**config.mk**
```make
export PLATFORM = sky130hd
export DESIGN_NAME = wb_arbiter_2m_flat
export DESIGN_NICKNAME = d
export VERILOG_FILES = /design/src/rtl/wb_arb_pkg.sv /design/src/rtl/wshb_if.sv /design/src/rtl/wb_arb_watchdog.sv /design/src/rtl/wb_arbiter_2m.sv /design/src/flat_wrapper.sv
export SDC_FILE = /design/constraint.sdc
export NUM_CORES = 1
export LEC_CHECK = 0
export BUFFER_PORTS_ARGS = -buffer_cell sky130_fd_sc_hd__buf_4
export CAP_MARGIN = 20
export CORE_AREA = 2 2 122 124
export CTS_BUF_LIST = sky130_fd_sc_hd__clkbuf_8 sky130_fd_sc_hd__clkbuf_16
export DETAILED_ROUTE_END_ITERATION = 6
export DIE_AREA = 0 0 124 126
export PLACE_DENSITY = 0.45
export SETUP_SLACK_MARGIN = 0.05
export SYNTH_ARGS = -nofsm -noshare
export SYNTH_HDL_FRONTEND = slang
export SYNTH_SLANG_ARGS = --single-unit
```
**constraint.sdc**
```tcl
create_clock -name clk -period 1.45 [get_ports clk]
set_input_delay 0.0725 -clock clk [delete_from_list [all_inputs] [get_ports clk]]
set_output_delay 0.0725 -clock clk [all_outputs]
set_load 0.01 [all_outputs]
```
**src/rtl/wb_arb_pkg.sv**
```systemverilog
// Shared types and constants for the two-master Wishbone arbiter.
package wb_arb_pkg;

   localparam int unsigned WB_AW               = 32;
   localparam int unsigned WB_DW               = 32;
   localparam int unsigned WB_SW               = 4;
   localparam int unsigned ARB_TIMEOUT_DEFAULT = 16;

   typedef enum logic [1:0] {
      IDLE = 2'd0,
      OWN0 = 2'd1,
      OWN1 = 2'd2
   } arb_state_t;

   // Request-side payload of one master, as seen by the arbiter mux.
   typedef struct packed {
      logic             cyc;
      logic             stb;
      logic             we;
      logic [WB_AW-1:0] adr;
      logic [WB_SW-1:0] sel;
      logic [WB_DW-1:0] dat;
   } wb_req_t;

endpackage

```
**src/rtl/wshb_if.sv**
```systemverilog
// Wishbone classic bundle connecting requesters, the arbiter and the shared slave.
interface wshb_if;
   import wb_arb_pkg::*;

   logic             cyc;
   logic             stb;
   logic             we;
   logic [WB_AW-1:0] adr;
   logic [WB_SW-1:0] sel;
   logic [WB_DW-1:0] dat_ms;
   logic [WB_DW-1:0] dat_sm;
   logic             ack;
   logic             err;
   logic             rty;

   modport master (output cyc, stb, we, adr, sel, dat_ms,
                   input  dat_sm, ack, err, rty);
   modport slave  (input  cyc, stb, we, adr, sel, dat_ms,
                   output dat_sm, ack, err, rty);
endinterface

```
**src/rtl/wb_arb_watchdog.sv**
```systemverilog
// Slave-response watchdog: flags a strobe left unanswered for TIMEOUT_CYCLES cycles.
module wb_arb_watchdog
   import wb_arb_pkg::*;
#(
   parameter int unsigned TIMEOUT_CYCLES = ARB_TIMEOUT_DEFAULT
) (
   input  logic clk,
   input  logic rst_n,
   input  logic busy,
   input  logic resp,
   output logic expired
);

   localparam int unsigned      CNT_W = 8;
   localparam logic [CNT_W-1:0] LIMIT = CNT_W'(TIMEOUT_CYCLES - 1);

   logic [CNT_W-1:0] cnt_q;
   logic [CNT_W-1:0] cnt_d;

   // Expiry ignores resp so a combinational slave cannot form a loop through the stb mask.
   assign expired = busy && (cnt_q == LIMIT);

   always_comb begin
      cnt_d = cnt_q + CNT_W'(1);
      if (!busy || resp || expired) begin
         cnt_d = '0;
      end
   end

   always_ff @(posedge clk or negedge rst_n) begin
      if (!rst_n) begin
         cnt_q <= '0;
      end else begin
         cnt_q <= cnt_d;
      end
   end

endmodule

```
**src/rtl/wb_arbiter_2m.sv**
```systemverilog
// Two-master round-robin Wishbone arbiter with bus lock; optional response
// watchdog compiled in under WB_ARB_TIMEOUT_EN.
module wb_arbiter_2m
   import wb_arb_pkg::*;
#(
   parameter int unsigned TIMEOUT_CYCLES = ARB_TIMEOUT_DEFAULT
) (
   input  logic   clk,
   input  logic   rst_n,
   wshb_if.slave  wb_m0,
   wshb_if.slave  wb_m1,
   wshb_if.master wb_s
);

   if (TIMEOUT_CYCLES < 2 || TIMEOUT_CYCLES > 255) begin : g_bad_timeout
      $error("wb_arbiter_2m: TIMEOUT_CYCLES must be within 2..255");
   end

   arb_state_t state_q, state_d;
   logic       prio_q, prio_d;
   logic       arb_en_q;
   wb_req_t    req0, req1, req_sel;
   logic       wd_expired;
   logic       m0_ack, m0_err, m0_rty;
   logic       m1_ack, m1_err, m1_rty;

   // arb_en_q holds off arbitration for the first edge after reset release.
   always_ff @(posedge clk or negedge rst_n) begin
      if (!rst_n) begin
         state_q  <= IDLE;
         prio_q   <= 1'b0;
         arb_en_q <= 1'b0;
      end else begin
         state_q  <= state_d;
         prio_q   <= prio_d;
         arb_en_q <= 1'b1;
      end
   end

   always_comb begin
      state_d = state_q;
      prio_d  = prio_q;
      unique case (state_q)
         IDLE: begin
            if (arb_en_q) begin
               if (wb_m0.cyc && wb_m1.cyc) begin
                  state_d = prio_q ? OWN1 : OWN0;
               end else if (wb_m0.cyc) begin
                  state_d = OWN0;
               end else if (wb_m1.cyc) begin
                  state_d = OWN1;
               end
            end
         end
         OWN0: begin
            if (!wb_m0.cyc) begin
               state_d = IDLE;
               prio_d  = 1'b1;
            end
         end
         OWN1: begin
            if (!wb_m1.cyc) begin
               state_d = IDLE;
               prio_d  = 1'b0;
            end
         end
         default: state_d = IDLE;
      endcase
   end

   assign req0 = '{cyc: wb_m0.cyc, stb: wb_m0.stb, we: wb_m0.we,
                   adr: wb_m0.adr, sel: wb_m0.sel, dat: wb_m0.dat_ms};
   assign req1 = '{cyc: wb_m1.cyc, stb: wb_m1.stb, we: wb_m1.we,
                   adr: wb_m1.adr, sel: wb_m1.sel, dat: wb_m1.dat_ms};

   always_comb begin
      req_sel = '0;
      unique case (state_q)
         OWN0:    req_sel = req0;
         OWN1:    req_sel = req1;
         default: req_sel = '0;
      endcase
   end

   assign wb_s.cyc    = req_sel.cyc;
   assign wb_s.stb    = req_sel.stb & ~wd_expired;
   assign wb_s.we     = req_sel.we;
   assign wb_s.adr    = req_sel.adr;
   assign wb_s.sel    = req_sel.sel;
   assign wb_s.dat_ms = req_sel.dat;

`ifdef WB_ARB_TIMEOUT_EN
   wb_arb_watchdog #(
      .TIMEOUT_CYCLES (TIMEOUT_CYCLES)
   ) u_watchdog (
      .clk     (clk),
      .rst_n   (rst_n),
      .busy    ((state_q != IDLE) && req_sel.stb),
      .resp    (wb_s.ack | wb_s.err | wb_s.rty),
      .expired (wd_expired)
   );
`else
   assign wd_expired = 1'b0;
`endif

   // Responses reach only the current owner; a watchdog expiry shows up as err.
   always_comb begin
      m0_ack = 1'b0;
      m0_err = 1'b0;
      m0_rty = 1'b0;
      m1_ack = 1'b0;
      m1_err = 1'b0;
      m1_rty = 1'b0;
      if (state_q == OWN0) begin
         m0_ack = wb_s.ack;
         m0_err = wb_s.err | wd_expired;
         m0_rty = wb_s.rty;
      end else if (state_q == OWN1) begin
         m1_ack = wb_s.ack;
         m1_err = wb_s.err | wd_expired;
         m1_rty = wb_s.rty;
      end
   end

   assign wb_m0.ack    = m0_ack;
   assign wb_m0.err    = m0_err;
   assign wb_m0.rty    = m0_rty;
   assign wb_m1.ack    = m1_ack;
   assign wb_m1.err    = m1_err;
   assign wb_m1.rty    = m1_rty;
   assign wb_m0.dat_sm = rst_n ? wb_s.dat_sm : '0;
   assign wb_m1.dat_sm = rst_n ? wb_s.dat_sm : '0;

endmodule
```
**src/flat_wrapper.sv**
```systemverilog
// flat-port wrapper written by rule: the top's interface ports become plain ports
module wb_arbiter_2m_flat import wb_arb_pkg::*;
#(
   parameter int unsigned TIMEOUT_CYCLES = ARB_TIMEOUT_DEFAULT
)
  (clk, rst_n, wb_m0_cyc, wb_m0_stb, wb_m0_we, wb_m0_adr, wb_m0_sel, wb_m0_dat_ms, wb_m0_dat_sm, wb_m0_ack, wb_m0_err, wb_m0_rty, wb_m1_cyc, wb_m1_stb, wb_m1_we, wb_m1_adr, wb_m1_sel, wb_m1_dat_ms, wb_m1_dat_sm, wb_m1_ack, wb_m1_err, wb_m1_rty, wb_s_cyc, wb_s_stb, wb_s_we, wb_s_adr, wb_s_sel, wb_s_dat_ms, wb_s_dat_sm, wb_s_ack, wb_s_err, wb_s_rty);
  wshb_if wb_m0_i ();
  wshb_if wb_m1_i ();
  wshb_if wb_s_i ();
  input  logic clk;
  input  logic rst_n;
  input wire logic [$bits(wb_m0_i.cyc)-1:0] wb_m0_cyc;
  input wire logic [$bits(wb_m0_i.stb)-1:0] wb_m0_stb;
  input wire logic [$bits(wb_m0_i.we)-1:0] wb_m0_we;
  input wire logic [$bits(wb_m0_i.adr)-1:0] wb_m0_adr;
  input wire logic [$bits(wb_m0_i.sel)-1:0] wb_m0_sel;
  input wire logic [$bits(wb_m0_i.dat_ms)-1:0] wb_m0_dat_ms;
  output wire logic [$bits(wb_m0_i.dat_sm)-1:0] wb_m0_dat_sm;
  output wire logic [$bits(wb_m0_i.ack)-1:0] wb_m0_ack;
  output wire logic [$bits(wb_m0_i.err)-1:0] wb_m0_err;
  output wire logic [$bits(wb_m0_i.rty)-1:0] wb_m0_rty;
  input wire logic [$bits(wb_m1_i.cyc)-1:0] wb_m1_cyc;
  input wire logic [$bits(wb_m1_i.stb)-1:0] wb_m1_stb;
  input wire logic [$bits(wb_m1_i.we)-1:0] wb_m1_we;
  input wire logic [$bits(wb_m1_i.adr)-1:0] wb_m1_adr;
  input wire logic [$bits(wb_m1_i.sel)-1:0] wb_m1_sel;
  input wire logic [$bits(wb_m1_i.dat_ms)-1:0] wb_m1_dat_ms;
  output wire logic [$bits(wb_m1_i.dat_sm)-1:0] wb_m1_dat_sm;
  output wire logic [$bits(wb_m1_i.ack)-1:0] wb_m1_ack;
  output wire logic [$bits(wb_m1_i.err)-1:0] wb_m1_err;
  output wire logic [$bits(wb_m1_i.rty)-1:0] wb_m1_rty;
  output wire logic [$bits(wb_s_i.cyc)-1:0] wb_s_cyc;
  output wire logic [$bits(wb_s_i.stb)-1:0] wb_s_stb;
  output wire logic [$bits(wb_s_i.we)-1:0] wb_s_we;
  output wire logic [$bits(wb_s_i.adr)-1:0] wb_s_adr;
  output wire logic [$bits(wb_s_i.sel)-1:0] wb_s_sel;
  output wire logic [$bits(wb_s_i.dat_ms)-1:0] wb_s_dat_ms;
  input wire logic [$bits(wb_s_i.dat_sm)-1:0] wb_s_dat_sm;
  input wire logic [$bits(wb_s_i.ack)-1:0] wb_s_ack;
  input wire logic [$bits(wb_s_i.err)-1:0] wb_s_err;
  input wire logic [$bits(wb_s_i.rty)-1:0] wb_s_rty;
  assign wb_m0_i.cyc = wb_m0_cyc;
  assign wb_m0_i.stb = wb_m0_stb;
  assign wb_m0_i.we = wb_m0_we;
  assign wb_m0_i.adr = wb_m0_adr;
  assign wb_m0_i.sel = wb_m0_sel;
  assign wb_m0_i.dat_ms = wb_m0_dat_ms;
  assign wb_m0_dat_sm = wb_m0_i.dat_sm;
  assign wb_m0_ack = wb_m0_i.ack;
  assign wb_m0_err = wb_m0_i.err;
  assign wb_m0_rty = wb_m0_i.rty;
  assign wb_m1_i.cyc = wb_m1_cyc;
  assign wb_m1_i.stb = wb_m1_stb;
  assign wb_m1_i.we = wb_m1_we;
  assign wb_m1_i.adr = wb_m1_adr;
  assign wb_m1_i.sel = wb_m1_sel;
  assign wb_m1_i.dat_ms = wb_m1_dat_ms;
  assign wb_m1_dat_sm = wb_m1_i.dat_sm;
  assign wb_m1_ack = wb_m1_i.ack;
  assign wb_m1_err = wb_m1_i.err;
  assign wb_m1_rty = wb_m1_i.rty;
  assign wb_s_cyc = wb_s_i.cyc;
  assign wb_s_stb = wb_s_i.stb;
  assign wb_s_we = wb_s_i.we;
  assign wb_s_adr = wb_s_i.adr;
  assign wb_s_sel = wb_s_i.sel;
  assign wb_s_dat_ms = wb_s_i.dat_ms;
  assign wb_s_i.dat_sm = wb_s_dat_sm;
  assign wb_s_i.ack = wb_s_ack;
  assign wb_s_i.err = wb_s_err;
  assign wb_s_i.rty = wb_s_rty;
  wb_arbiter_2m #(.TIMEOUT_CYCLES(TIMEOUT_CYCLES)) u_core (.clk(clk), .rst_n(rst_n), .wb_m0(wb_m0_i), .wb_m1(wb_m1_i), .wb_s(wb_s_i));
endmodule
```
==> impl_metrics.ini, run 1 <==
[synth]
ys_types = 22
synth_area_per_cell_um2 = 6.87
async_flop_share = 1.00
synthCells = 269
synth_edf_count = 0
synth_ff_type = dfrtp_1
ys_seq_elements = 4
syn_nets = 452
yosys_warnings = 0
ys_seq_area_frac = 0.0542
netlist_area_um2 = 1850

[layout]
fillerInstances = 1522
layout-drive-gt1-share = 0.747
final_cells = 749
ff_latch_area_um2 = 100
final_common_cell = buf_4
diodes = 0
nets = 750
layout_common_cells = buf_4 (326), nor2b_1 (67), a22oi_2 (57)
multi_input_area_um2 = 1710
area_growth_pct = 174

[sta]
drv_slew = 0
setup-violations-final = 78
finalHoldViolations = 0
post-route-min-period_ns = 1.71
skew_ns = 0.00130
post-route-period-util = 1.18
fmax_mhz = 585
grt_setup_unrepaired = true
finalWorstSetupSlack_ns = -0.259

[cts]
clock_path_buffers = 2
cts_tree = yes
cts.sinks = 4
clk_pin_slew_ns = 0.03
root_buffer = clkbuf_16
cts_buffers = 3
htreeDepth = 1
worstSkewPairLatency_ns = 0.23

[placement]
dp_hpwl_um = 8650
gp_congestion = 0.839
portBuffers = 319
dp.cells = 726

[worst_setup_path]
path_class = reg2out
regToRegEndpoint = u_core.state_q[0]$_DFFE_PN0P_
start_kind = register
crit_fanout = 8
worst_ep_required_time_ns = 1.38
r2r_slack_ns = 0
ff2ff_path_depth = 5
cp-end-kind = output port
arrival_ns = 1.64
r2r-start = u_core.state_q[0]$_DFFE_PN0P_

[global_route]
antenna_found_initial = 0
grtUsageTotal = 0.133
grt_max_degree = 37
grt_pass1_vias = 3047
grt_overflow_total = 0
met2_usage = 0.260
met1_usage = 0.155
grt_use_met3 = 0.0168
busiest_layer = met2
grt_pass1_wl_um = 16200

[floorplanning]
initial_core_util = 0.129
fp.dieH_um = 126
pin_count = 320
fp-row-count = 44
fp.coreArea_um2 = 14300
die_area_um2 = 15600
die_w_um = 124

[pwr]
pwr_density_cell_nw_per_um2 = 1540
p_leak_nw = 2.36
ir_drop_v = 0.000651
power_mw = 7.82

[drt]
vias = 3135
drtIter0Drc = 58
first_pass_iters = 4
drcViolationCount = 0
drt-total-wl_um = 12500
drt-vias-per-instance = 4.19
antenna_left = 0
wl_per_cell_um = 16.6

[min_path]
hold_path_depth = 3
hold_class = in2reg
hold_end = u_core.prio_q$_DFFE_PN0P_
hold_start = wb_m1_cyc

[flow_run]
drv_cap = 0

[outcome]
status = finished, violations left
violations = setup timing
[power breakdown]
group	total (mW)	internal [mW]	switching [mW]
logic	7.20	4.08	3.13
clock network	0.433	0.353	0.0806
registers	0.179	0.152	0.0275
[cells by family after synthesis]
group / synth area share
buf+inv: 0.207
fa+ha+maj: 0.0271
simple gates: 0.391
compound gates: 0.319
other cells: 0.00203
flops: 0.0542
[flip-flops by register name (all words and copies together), names as in the netlist]
name / cells
u_core.prio_q: 1
u_core.arb_en_q: 1
u_core.state_q: 2
[critical path: stages (launching register included)]
cell and delay (ns):
dfrtp_1 0.38, buf_6 0.13, ha_4 0.17, buf_12 0.15, clkbuf_16 0.17, a22oi_1 0.18, nor2b_1 0.07, buf_4 0.14
[Yosys cell counts, types with 2 or more instances]
cell type | count | area, um2
ha_1 | 4 | 50.1
a22oi_1 | 70 | 526
and2_1 | 39 | 244
nand2_1 | 2 | 7.51
buf_2 | 11 | 55.1
dfrtp_1 | 4 | 100
nor2b_1 | 72 | 450
buf_4 | 33 | 248
nand3_1 | 2 | 10.0
clkbuf_1 | 14 | 52.6
a21oi_1 | 4 | 20.0
inv_1 | 4 | 15.0
[metal layers]
metal,vias to the layer above,share of wire
li1,1503,-
met1,1487,0.38
met2,135,0.55
met3,10,0.059
met4,0,0.0076
met5,-,0
[stage by stage]
stage	setup WS [ns]	setup TNS [ns]	utilization	hold WS, ns	cell area [um2]
floorplan	0.0452	0	-	-0.223	1860
global placement	-0.0259	-0.0349	0.297	-0.0393	4250
detailed placement	-0.0577	-0.520	0.297	-0.0292	4250
CTS	-0.213	-13.15	0.325	0.150	4660
global route	-0.320	-20.50	0.354	0.203	5060
finish	-0.259	-15.73	0.354	0.154	5060
[what timing repair did]
item | in CTS | in global routing
hold buffers | 1 | 0
setup buffers | 4 | 3
hold endpoints to repair | 4 | 0
cloned | 7 | 6
pin swaps | 2 | 3
gates resized for setup | 29 | 55
endpoints found under the setup margin | 79 | 85
[final cells by class]
type	count	area share
Sequential cell	4	0.0198
Timing Repair Buffer	352	0.580
Tap cell	184	0.0455
Multi-Input combinational cell	202	0.337
Inverter	4	0.00297
Clock buffer	3	0.0148
[worst max path at each step]
stage	end	slack [ns]	depth (start not counted)	from
CTS	wb_s_stb	-0.21	6	u_core.state_q[1]$_DFFE_PN0P_
finish	wb_s_dat_ms[26]	-0.26	7	u_core.state_q[1]$_DFFE_PN0P_
detailed placement	wb_s_dat_ms[7]	-0.06	6	u_core.state_q[0]$_DFFE_PN0P_
floorplan	wb_s_adr[0]	0.05	6	u_core.state_q[0]$_DFFE_PN0P_
global route	wb_s_dat_ms[26]	-0.32	6	u_core.state_q[1]$_DFFE_PN0P_
global placement	wb_s_dat_ms[7]	-0.03	6	u_core.state_q[1]$_DFFE_PN0P_
Power figures use the tool's default switching activity.
==> run 2, diff against run 1 <==
--- a/config.mk
+++ b/config.mk
@@ -5,13 +5,13 @@
 export SDC_FILE = /design/constraint.sdc
 export NUM_CORES = 1
 export LEC_CHECK = 0
-export BUFFER_PORTS_ARGS = -buffer_cell sky130_fd_sc_hd__buf_4
 export CAP_MARGIN = 20
-export CORE_AREA = 2 2 122 124
+export CORE_AREA = 2 2 124 126
 export CTS_BUF_LIST = sky130_fd_sc_hd__clkbuf_8 sky130_fd_sc_hd__clkbuf_16
 export DETAILED_ROUTE_END_ITERATION = 6
-export DIE_AREA = 0 0 124 126
-export PLACE_DENSITY = 0.45
+export DIE_AREA = 0 0 126 128
+export DONT_BUFFER_PORTS = 1
+export PLACE_DENSITY = 0.3
 export SETUP_SLACK_MARGIN = 0.05
 export SYNTH_ARGS = -nofsm -noshare
 export SYNTH_HDL_FRONTEND = slang
==> impl_metrics.ini, run 2 (same netlist as run 1, synthesis figures left out) <==
[global_route]
grt_pass1_wl_um = 11500
antenna_found_initial = 0
grtUsageTotal = 0.0946
grt_overflow_total = 0
grt_max_degree = 34
grt_pass1_vias = 1974

[worst_setup_path]
cp-end-kind = output port
path_class = reg2out
worst_ep_required_time_ns = 1.38
start_kind = register
arrival_ns = 1.51
crit_fanout = 25
r2r-start = u_core.state_q[1]$_DFFE_PN0P_
setup.worst_path.start = u_core.state_q[0]$_DFFE_PN0P_
ff2ff_path_depth = 6

[placement]
gp_congestion = 0.763
portBuffers = 0
dp_hpwl_um = 5500
placed_cell_area_um2 = 1870

[sta]
grt_setup_unrepaired = true
finalWorstSetupSlack_ns = -0.132
fmax_mhz = 632
finalHoldViolations = 0
drv_slew = 0
post-route-min-period_ns = 1.58
skew_ns = 0.000742
worst_hold_slack_ns = 0.00645
post-route-period-util = 1.09
setup-violations-final = 75

[drt]
vias = 2024
antenna_left = 0
drtIter0Drc = 75
wl_per_cell_um = 20.9
drcViolationCount = 0
drt-vias-per-instance = 4.67
first_pass_iters = 4
drt-total-wl_um = 9050

[pwr]
seqPwrFrac = 0.030
p_leak_nw = 0.859
swShare = 0.448
switching_power_mw = 3.01
pwr_density_cell_nw_per_um2 = 2370
ir_drop_v = 0.000689
power_mw = 6.72
p_int_mw = 3.71
clkPwrFrac = 0.065
power_frac_comb = 0.905

[cts]
cts.sinks = 4
htreeDepth = 1
cts_tree = yes
worstSkewPairLatency_ns = 0.23
clock_path_buffers = 2
cts_buffers = 3
clk_pin_slew_ns = 0.03
root_buffer = clkbuf_16

[floorplanning]
initial_core_util = 0.124
die_area_um2 = 16100
fp.coreArea_um2 = 14900
die_w_um = 126
fp-row-count = 45
pin_count = 320
fp.dieH_um = 128

[layout]
design_area_um2 = 2840
diodes = 0
largest_reg_flops = 2
area_growth_pct = 53.7
reg_top3 = u_core.state_q: 2 flops, u_core.arb_en_q: 1 flops, u_core.prio_q: 1 flops
nets = 430
fillerInstances = 1652
final_common_cell = nor2b_2
layout-drive-gt1-share = 0.592
regMostFlops = u_core.state_q
layout_common_cells = nor2b_2 (40), a22oi_1 (38), and2_1 (34)

[min_path]
hold_path_depth = 2
hold_class = in2reg
hold_start = wb_m1_cyc

[outcome]
violations = setup timing
status = finished, violations left

[flow_run]
drv_cap = 0
[run 2: cell count changes in the layout (fill, tap and decap cells not counted), sizes merged]
cell / before / now
buf: 345 / 29
clkbuf: 8 / 5
bufbuf: 1 / 0
[run 2: metrics by stage]
| stage | util | instances | setup WS [ns] | setup TNS [ns] |
|---|---|---|---|---|
| 6_report | 0.191 | 433 | -0.132 | -6.02 |
| 3_5_place_dp | 0.126 | 409 | -0.0216 | -0.0514 |
| 3_3_place_gp | 0.126 | 409 | -0.00448 | -0.00846 |
| 5_1_grt | 0.191 | 433 | -0.211 | -10.38 |
| 4_1_cts | 0.185 | 432 | -0.158 | -8.22 |
| 2_1_floorplan | - | 269 | 0.0452 | 0 |
[run 2: worst max-delay path: stages, from the launching register on]
cell	delay (ns)
dfrtp_2	0.44
inv_4	0.09
ha_4	0.17
buf_12	0.19
a22oi_1	0.11
nor2b_1	0.13
buf_4	0.14
[run 2: power groups by stage]
| stage | Sequential (mW) | Combinational, mW | Clock, mW |
|---|---|---|---|
| 2_1_floorplan | 0.178 | 2.84 | 0 |
| 3_3_place_gp | 0.184 | 3.44 | 0 |
| 3_5_place_dp | 0.184 | 3.49 | 0 |
| 4_1_cts | 0.189 | 6.05 | 0.440 |
| 5_1_grt | 0.206 | 6.50 | 0.449 |
| 6_report | 0.202 | 6.08 | 0.433 |
[run 2: area by class of cell]
type                       instances  area (um2)  share of cell area
inverter                           4        17.5             0.00617
timing repair buffer              32         533               0.188
sequential                         4         101              0.0357
tap                              188         235              0.0829
multi-input combinational        202        1880               0.661
clock buffer                       3        75.1              0.0264
[run 2: final timing paths]
check / slack (ns) / end
min in group asynchronous: 0.15 / u_core.state_q[1]$_DFFE_PN0P_
hold / removal: 0.006 / u_core.prio_q$_DFFE_PN0P_
max in group asynchronous: 1.09 / u_core.state_q[0]$_DFFE_PN0P_
setup reg to reg: -0.10 / u_core.state_q[0]$_DFFE_PN0P_
setup / recovery: -0.13 / wb_s_dat_ms[20]
hold reg to reg: 0.57 / u_core.prio_q$_DFFE_PN0P_
[run 2: layer usage]
metal  share of wire  routed length (um)  global-route usage
met3           0.096                 865              0.0284
met1            0.37                3330               0.110
met4          0.0075                  68              0.0149
met5               0                   0                   0
met2            0.53                4780               0.174
[run 2: what timing repair did]
item                                   4_1_cts  5_1_grt
setup endpoints to repair                   78       80
pin swaps                                    9       12
gates cloned                                 8        3
endpoints found under the hold margin        4        0
buffers inserted                            11        0
hold buffers                                 1        0
gates resized for setup                    124       26
==> run 3, diff against run 2 <==
--- a/config.mk
+++ b/config.mk
@@ -11,6 +11,7 @@
 export DETAILED_ROUTE_END_ITERATION = 6
 export DIE_AREA = 0 0 126 128
 export DONT_BUFFER_PORTS = 1
+export HOLD_SLACK_MARGIN = 0.03
 export PLACE_DENSITY = 0.3
 export SETUP_SLACK_MARGIN = 0.05
 export SYNTH_ARGS = -nofsm -noshare
==> impl_metrics.ini, run 3 (same netlist as run 1, synthesis figures left out) <==
[layout]
final_common_cell = nor2b_2
largest_reg_flops = 2
layout-drive-gt1-share = 0.587
regMostFlops = u_core.state_q
nets = 432
design_area_um2 = 2860
layout_common_cells = nor2b_2 (40), a22oi_1 (38), and2_1 (34)
fillerInstances = 1651
area_growth_pct = 54.9
final_util = 0.193
reg_top3 = u_core.state_q: 2 flops, u_core.arb_en_q: 1 flops, u_core.prio_q: 1 flops

[sta]
setup-violations-final = 75
skew_ns = 0.000729
post-route-period-util = 1.10
finalHoldViolations = 0
grt_setup_unrepaired = true
fmax_mhz = 628
finalWorstSetupSlack_ns = -0.142
post-route-min-period_ns = 1.59
drv_slew = 0

[cts]
root_buffer = clkbuf_16
cts.sinks = 4
worstSkewPairLatency_ns = 0.23
clock_path_buffers = 2
cts_tree = yes
clk_pin_slew_ns = 0.03
cts_buffers = 3
htreeDepth = 1

[drt]
antenna_left = 0
drcViolationCount = 0
drtIter0Drc = 64
drt-vias-per-instance = 4.60
vias = 2007
first_pass_iters = 4
wl_per_cell_um = 20.8
drt-total-wl_um = 9080

[min_path]
hold_path_depth = 2
hold_end = u_core.state_q[1]$_DFFE_PN0P_
hold_class = in2reg
hold_start = wb_m0_cyc

[worst_setup_path]
cp-end-kind = output port
r2r_slack_ns = -0.10
worst_ep_required_time_ns = 1.38
r2r-start = u_core.state_q[1]$_DFFE_PN0P_
crit_fanout = 25
regToRegEndpoint = u_core.state_q[0]$_DFFE_PN0P_
arrival_ns = 1.52
path_class = reg2out
start_kind = register
ff2ff_path_depth = 6

[global_route]
antenna_found_initial = 0
grt_overflow_total = 0
grt_pass1_wl_um = 11600
grt_max_degree = 34
grt_pass1_vias = 1983
grtUsageTotal = 0.0948

[placement]
portBuffers = 0
gp_congestion = 0.763
pre_cts_ws_ns = -0.0216
dp_hpwl_um = 5500
placed_cell_area_um2 = 1870

[outcome]
violations = setup timing
status = finished, violations left

[floorplanning]
initial_core_util = 0.124
fp.dieH_um = 128
fp-row-count = 45
die_area_um2 = 16100
pin_count = 320
die_w_um = 126
fp.coreArea_um2 = 14900

[pwr]
pwr_density_cell_nw_per_um2 = 2350
p_leak_nw = 0.868
ir_drop_v = 0.000687
power_mw = 6.72

[flow_run]
drv_cap = 0
==> run 3: cell count changes in the layout (fill, tap and decap cells not counted) <==
cell / delta
dlygate4sd3_1: +2
diode_2: +1
==> run 3: power by group <==
part,internal (mW),switching [mW]
combinational,3.20,2.88
clock,0.353,0.0813
sequential,0.155,0.0468
total,3.71,3.01
==> run 3: worst max-delay path by stage <==
stage / startpoint / cells after the start / to
4_1_cts: u_core.state_q[1]$_DFFE_PN0P_ / 6 / wb_s_adr[1]
3_3_place_gp: u_core.state_q[1]$_DFFE_PN0P_ / 6 / wb_s_dat_ms[22]
2_1_floorplan: u_core.state_q[0]$_DFFE_PN0P_ / 6 / wb_s_adr[0]
5_1_grt: u_core.state_q[1]$_DFFE_PN0P_ / 6 / wb_s_dat_ms[20]
3_5_place_dp: u_core.state_q[1]$_DFFE_PN0P_ / 6 / wb_s_dat_ms[20]
6_report: u_core.state_q[1]$_DFFE_PN0P_ / 6 / wb_s_dat_ms[20]
==> run 3: stage by stage <==
stage	hold WS, ns	instances	TNS (ns)
after global routing	0.0495	435	-10.38
after floorplan	-0.223	269	0
after detailed placement	-0.222	409	-0.0514
final	0.0437	436	-6.14
after CTS	0.0365	433	-8.22
after global placement	-0.222	409	-0.00846
==> run 3: final cells by class <==
type                            count  area [um2]  share of cell area
Antenna cell                        1        2.50            0.000875
Clock buffer                        3        75.1              0.0262
Inverter                            4        17.5             0.00612
Multi-Input combinational cell    202        1880               0.656
Sequential cell                     4         101              0.0354
Tap cell                          188         235              0.0822
Timing Repair Buffer               34         553               0.193
==> run 3: worst max-delay path, cell delays in order (launching register included) <==
cell and delay [ns]:
dfrtp_1 0.38, buf_6 0.13, ha_4 0.17, buf_12 0.17, a22oi_1 0.21, nor2b_1 0.08, buf_4 0.15
==> run 3: timing repair <==
action,CTS,global route
hold endpoints to repair,5,1
hold buffers,2,1
pin swaps,9,12
buffers inserted,11,0
gates cloned,8,3
endpoints found under the setup margin,78,80
resized for setup,124,26
==> run 3: layer usage <==
metal / GRT usage / routed length [um] / vias up
met5: 0 / 0 / -
met4: 0.0149 / 80 / 0
met3: 0.0284 / 734 / 11
met2: 0.175 / 4790 / 181
met1: 0.110 / 3470 / 946
li1: - / - / 869
